$ cat config.mk
export PLATFORM = sky130hd
export DESIGN_NAME = reaction_ctrl
export DESIGN_NICKNAME = d
export VERILOG_FILES = /design/src/rtl/reaction_ctrl.sv
export SDC_FILE = /design/constraint.sdc
export NUM_CORES = 1
export LEC_CHECK = 0
export CAP_MARGIN = 15
export CORE_ASPECT_RATIO = 1.75
export CORE_MARGIN = 5
export CORE_UTILIZATION = 35
export DETAILED_ROUTE_END_ITERATION = 6
export GPL_TIMING_DRIVEN = 0
export HOLD_SLACK_MARGIN = 0.03
export MAX_ROUTING_LAYER = met4
export REMOVE_ABC_BUFFERS = 1
export SYNTH_ARGS = -nofsm -noshare
export SYNTH_HDL_FRONTEND = slang
export SYNTH_SLANG_ARGS = --single-unit
$ cat constraint.sdc
create_clock -name clk -period 4.3 [get_ports clk]
set_input_delay 0.43 -clock clk [delete_from_list [all_inputs] [get_ports clk]]
set_output_delay 0.43 -clock clk [all_outputs]
set_load 0.005 [all_outputs]
$ cat src/rtl/reaction_ctrl.sv
// Reaction-time game controller.
// Waits a pseudo-random delay after "start", lights the stimulus LED, then
// counts milliseconds in BCD until "react" is pressed. Early presses show 9999,
// and a run with no press saturates at 9999.
module reaction_ctrl #(
  parameter int TICK_DIV     = 100000,
  parameter int MIN_DELAY_MS = 2000
) (
  input  logic       clk,
  input  logic       reset,
  input  logic       start,
  input  logic       stop,
  input  logic       clear,
  output logic       active,
  output logic       mesg,
  output logic [3:0] hex3,
  output logic [3:0] hex2,
  output logic [3:0] hex1,
  output logic [3:0] hex0,
  output logic [3:0] dp_in,
  output logic       led
);

  localparam logic [1:0] ST_IDLE = 2'd0;
  localparam logic [1:0] ST_WAIT = 2'd1;
  localparam logic [1:0] ST_TIME = 2'd2;
  localparam logic [1:0] ST_DONE = 2'd3;

  localparam int            TW        = (TICK_DIV > 1) ? $clog2(TICK_DIV) : 1;
  localparam logic [TW-1:0] TICK_LAST = TW'(TICK_DIV - 1);
  localparam logic [12:0]   MIN_DELAY = 13'(MIN_DELAY_MS);
  localparam logic [15:0]   BCD_MAX   = 16'h9999;

  logic [1:0]    state, state_nx;
  logic [TW-1:0] tick_cnt;
  logic          tick;
  logic [12:0]   delay, delay_nx;
  logic [15:0]   lfsr;
  logic [15:0]   bcd, bcd_nx;
  logic          count_entry;

  // Four-digit BCD increment; each digit wraps 9->0 and carries upward.
  function automatic logic [15:0] bcd_inc(input logic [15:0] v);
    logic [15:0] r;
    logic        carry;
    r     = v;
    carry = 1'b1;
    for (int i = 0; i < 4; i++) begin
      if (carry) begin
        if (v[4*i +: 4] == 4'd9) begin
          r[4*i +: 4] = 4'd0;
        end else begin
          r[4*i +: 4] = v[4*i +: 4] + 4'd1;
          carry       = 1'b0;
        end
      end
    end
    return r;
  endfunction

  assign tick        = (tick_cnt == TICK_LAST);
  assign count_entry = (state_nx != state) && ((state_nx == ST_WAIT) || (state_nx == ST_TIME));

  // Next-state, delay and BCD decisions; clear > stop > start.
  always_comb begin
    // NOTE: every signal gets a default first so no path leaves it unassigned (no latch).
    state_nx = state;
    delay_nx = delay;
    bcd_nx   = bcd;
    if (clear) begin
      state_nx = ST_IDLE;
      bcd_nx   = 16'h0000;
    end else begin
      case (state)
        ST_IDLE: if (start) begin
          state_nx = ST_WAIT;
          bcd_nx   = 16'h0000;
          delay_nx = MIN_DELAY + {1'b0, lfsr[11:0]};
        end
        ST_WAIT: if (stop) begin
          state_nx = ST_DONE;
          bcd_nx   = BCD_MAX;
        end else if (tick) begin
          // A delay of 0 or 1 both end on this tick, so the count never underflows.
          if (delay <= 13'd1) state_nx = ST_TIME;
          else                delay_nx = delay - 13'd1;
        end
        ST_TIME: if (stop) begin
          state_nx = ST_DONE;
        end else if (tick) begin
          if (bcd == BCD_MAX) state_nx = ST_DONE;
          else                bcd_nx   = bcd_inc(bcd);
        end
        default: ;
      endcase
    end
  end

  // Millisecond tick divider; restarts on entry to WAIT and TIME so phases align.
  always_ff @(posedge clk) begin
    // NOTE: sequential state uses non-blocking assignments so all registers update together.
    if (reset || count_entry || tick) tick_cnt <= '0;
    else                              tick_cnt <= tick_cnt + 1'b1;
  end

  // Free-running LFSR, x^16+x^14+x^13+x^11+1; nonzero seed keeps it out of the lock-up state.
  always_ff @(posedge clk) begin
    if (reset) lfsr <= 16'hACE1;
    else       lfsr <= {lfsr[14:0], lfsr[15] ^ lfsr[13] ^ lfsr[12] ^ lfsr[10]};
  end

  // State, delay and BCD registers.
  always_ff @(posedge clk) begin
    if (reset) begin
      state <= ST_IDLE;
      delay <= '0;
      bcd   <= '0;
    end else begin
      state <= state_nx;
      delay <= delay_nx;
      bcd   <= bcd_nx;
    end
  end

  // Display and LED outputs registered from the next state, so they change with the state.
  always_ff @(posedge clk) begin
    if (reset) begin
      active <= 1'b1;
      mesg   <= 1'b1;
      led    <= 1'b0;
      dp_in  <= 4'b1111;
    end else begin
      active <= (state_nx != ST_WAIT);
      mesg   <= (state_nx == ST_IDLE);
      led    <= (state_nx == ST_TIME);
      dp_in  <= (state_nx == ST_IDLE) ? 4'b1111 : 4'b0111;
    end
  end

  assign hex3 = bcd[15:12];
  assign hex2 = bcd[11:8];
  assign hex1 = bcd[7:4];
  assign hex0 = bcd[3:0];

endmodule

==> key figures <==
Detailed routing
  • Drt drc: 0
  • Average wire per standard cell: 17.2 um
  • Initial DRC Count: 126
  • Detailed Routing Iterations Pass 1: 4
  • DR vias/cell: 5.98
  • Top sig layer: met4
  • Routed met3 length: 421 um
  • Final antenna-violating net count: 0
  • Wire length on met2: 5590 um
  • Vias: 3736
  • Met1 WL: 4310 um
  • Routed WL: 10800 um

Logic synthesis
  • Largest area contributor in the netlist: dfxtp_1
  • Post-Synthesis Cells: 484
  • Largest cells by area after synthesis: dfxtp_1, ha_1, nor2_1, o21ai_0, xnor2_1
  • Library cells used by synthesis: 64
  • Post-synthesis xor/xnor area fraction: 5.69%
  • Share of flip-flops with an asynchronous set or reset: 0%
  • Ys Warns: 0
  • Synth Flop Type: dfxtp_1
  • Post-synthesis simple-gate area fraction: 27.9%
  • Post-synth EDFFs: 0
  • Yosys top cell area share: 33.5%
  • Mapped cell area: 4000 um^2
  • Syn Area/Cell: 8.27 um^2
  • Yosys reg bits: 67
  • Top post-synthesis cells by count: dfxtp_1, nor2_1, o21ai_0
  • Top-count cell post-synth: dfxtp_1
  • Post-synthesis sequential area ratio: 33.5%
  • Main combinational cell family by area after synthesis: simple AND/OR/NAND/NOR gates
  • Post-synthesis mux area share: 1.50%
  • Adder-cell share of the synthesized area: 6.25%
  • Compound-cell area share of the yosys netlist: 19.5%

Setup path
  • Critical Path Sink Type: register
  • Critical path arrival: 4.18 ns
  • Type of origin of the critical path: input pin
  • R2r startpoint: state[0]$_SDFF_PP0_
  • Critical Path RT: 4.51 ns
  • Crit path max fanout: 18
  • Critical Path Source: stop
  • R2R Setup Slk: 0.35 ns
  • Setup CP Type: in2reg

Cells and area
  • Final instance area: 4600 um^2
  • Fraction of layout cells with a size suffix above 1: 8.92%
  • Syn-to-layout area delta: 14.9%
  • Seq. cell area: 1340 um^2
  • Area of the multi-input gates: 2490 um^2
  • Diode count: 0
  • Nets: 514
  • FILL cells: 1083

GRT
  • Largest net degree at the start of global routing: 34
  • First-pass GRT wire length: 17900 um
  • Vias in the first global route: 3720
  • Initial antenna violation count: 0
  • Aggregate global-route resource usage: 16.2%
  • Grt ovf: 0

Floorplanning
  • Die height: 151 um
  • Core area: 11200 um^2
  • Die Area: 13800 um^2
  • Rows: 51
  • Initial Utilization: 35.9%
  • # IOs: 28
  • Die X: 90.9 um

STA
  • Slew @ Worst Pin: 1.14 ns
  • Tcrit/Tclk final: 92.4%
  • Worst Slack Setup Final: 0.328 ns
  • Post-route setup TNS: 0 ns
  • Worst hold margin: 0.420 ns
  • Fmax: 252 MHz
  • Fin crit period: 3.97 ns
  • Unrepaired setup endpoints after global routing: false
  • Max Clock Skew: 0.00714 ns
  • Slew headroom: 23.9%
  • Endpoints failing setup: 0
  • Pins Over Slew Limit: 0
  • Final Hold Fails: 0

Clock network
  • Max clock buf depth: 2
  • CTS tree: built
  • Reg clk slew, reported paths: 0.06 ns
  • H-Tree Depth: 3
  • Clock root cell: clkbuf_16
  • CTS Buf Count: 9
  • CTS sink cnt: 67
  • Clk_lat worst skew: 0.33 ns

Power and ir drop
  • Internal cell power: 1.17 mW
  • Power per Cell Area: 348 nW/um^2
  • Sequential power share: 42.1%
  • Switching power: 429 uW
  • Switching portion of total power: 26.8%
  • Worst vdd ir: 0.210 mV
  • Pwr Total: 1.60 mW
  • Static leakage: 1.57 nW
  • Logic pwr share: 13.3%
  • Clk pwr share: 44.6%

Outcome
  • Status: finished clean

Run
  • Max-cap violation count: 0

Worst hold path
  • Hold Path Class: reg2reg
  • Min-delay src: lfsr[14]$_SDFF_PP0_

Placed design
  • RD Place Congestion: 0.857
  • Place WS: -0.693 ns
  • HPWL after DPL: 7310 um
  • Area of placed instances: 4250 um^2
  • PortBufs: 24
## timing repair
item	CTS	global route
gates cloned	1	0
hold buffers	0	0
pin swaps	0	1
endpoints found under the setup margin	17	17
gates resized for setup	2	5
buffers inserted	0	2
## layer usage
layer	up-vias	GRT usage, %
met4	0	7.78
met5	-	-
met2	121	28.2
met3	30	3.46
li1	1797	-
met1	1788	17.4
## power by group through the flow
stage | Combinational, mW | Clock, mW | Sequential, mW
after floorplan | 0.146 | 0 | 0.678
after global placement | 0.200 | 0 | 0.686
after detailed placement | 0.207 | 0 | 0.686
after CTS | 0.209 | 0.726 | 0.673
after global routing | 0.239 | 0.755 | 0.678
final | 0.213 | 0.713 | 0.674
## area by class of cell
class                      count  share of cell area [%]
clock inverter                 5                    1.20
clock buffer                  10                    4.98
timing repair buffer          28                    5.96
multi-input combinational    372                    54.1
inverter                      11                   0.979
sequential                    67                    29.2
tap                          132                    3.59
## path summary, 6_finish.rpt
check                                                to  cells after the start
worst min register to register      lfsr[15]$_SDFF_PP1_                      1
worst max register to register  tick_cnt[15]$_SDFF_PP0_                     13
worst min-delay path                lfsr[15]$_SDFF_PP1_                      1
worst max-delay path            tick_cnt[15]$_SDFF_PP0_                     12
## worst max-delay path, stage by stage
cell             delay, ns
clkdlybuf4s50_1       0.80
o21a_1                0.37
or3_1                 0.40
a2111oi_4             0.33
a2bb2oi_1             0.33
nor3_1                0.10
ha_1                  0.30
nor3_1                0.34
a31oi_4               0.23
and2_0                0.36
nand2_1               0.13
nor3_1                0.06
## stage by stage
stage / cells / util [%]
global placement: 605 / 37.9
CTS: 622 / 40.8
detailed placement: 606 / 38.1
finish: 625 / 41.2
global route: 625 / 41.2
floorplan: 449 / -
## kinds of logic (layout without fill, tap and decap cells)
group,after synthesis,after routing
AOI/OAI and AO/OA,113,113
and+or+nand+nor,203,204
xor gates and xnor gates,26,26
buffers and inverters,48,54
other,1,3
DFF,67,67
muxes,6,6
adders and majority gates,20,20
## sequential cells by signal, indices dropped and copies added (netlist names)
signal	count
active	1
dp_in	1
state	2
tick_cnt	17
led	1
bcd	16
delay	13
lfsr	16
## cells in the final DEF (no fill, tap or decap), types with 13 or more instances in the layout
cell type and instances:
a21oi_1 23, clkdlybuf4s50_1 24, dfxtp_1 67, ha_1 18
nand2_1 23, nand3_1 28, nand4_1 17, nor2_1 46
nor2b_1 13, o21ai_0 33, or2_2 14, xnor2_1 17
Note: power is estimated with default switching activity, not from simulation.
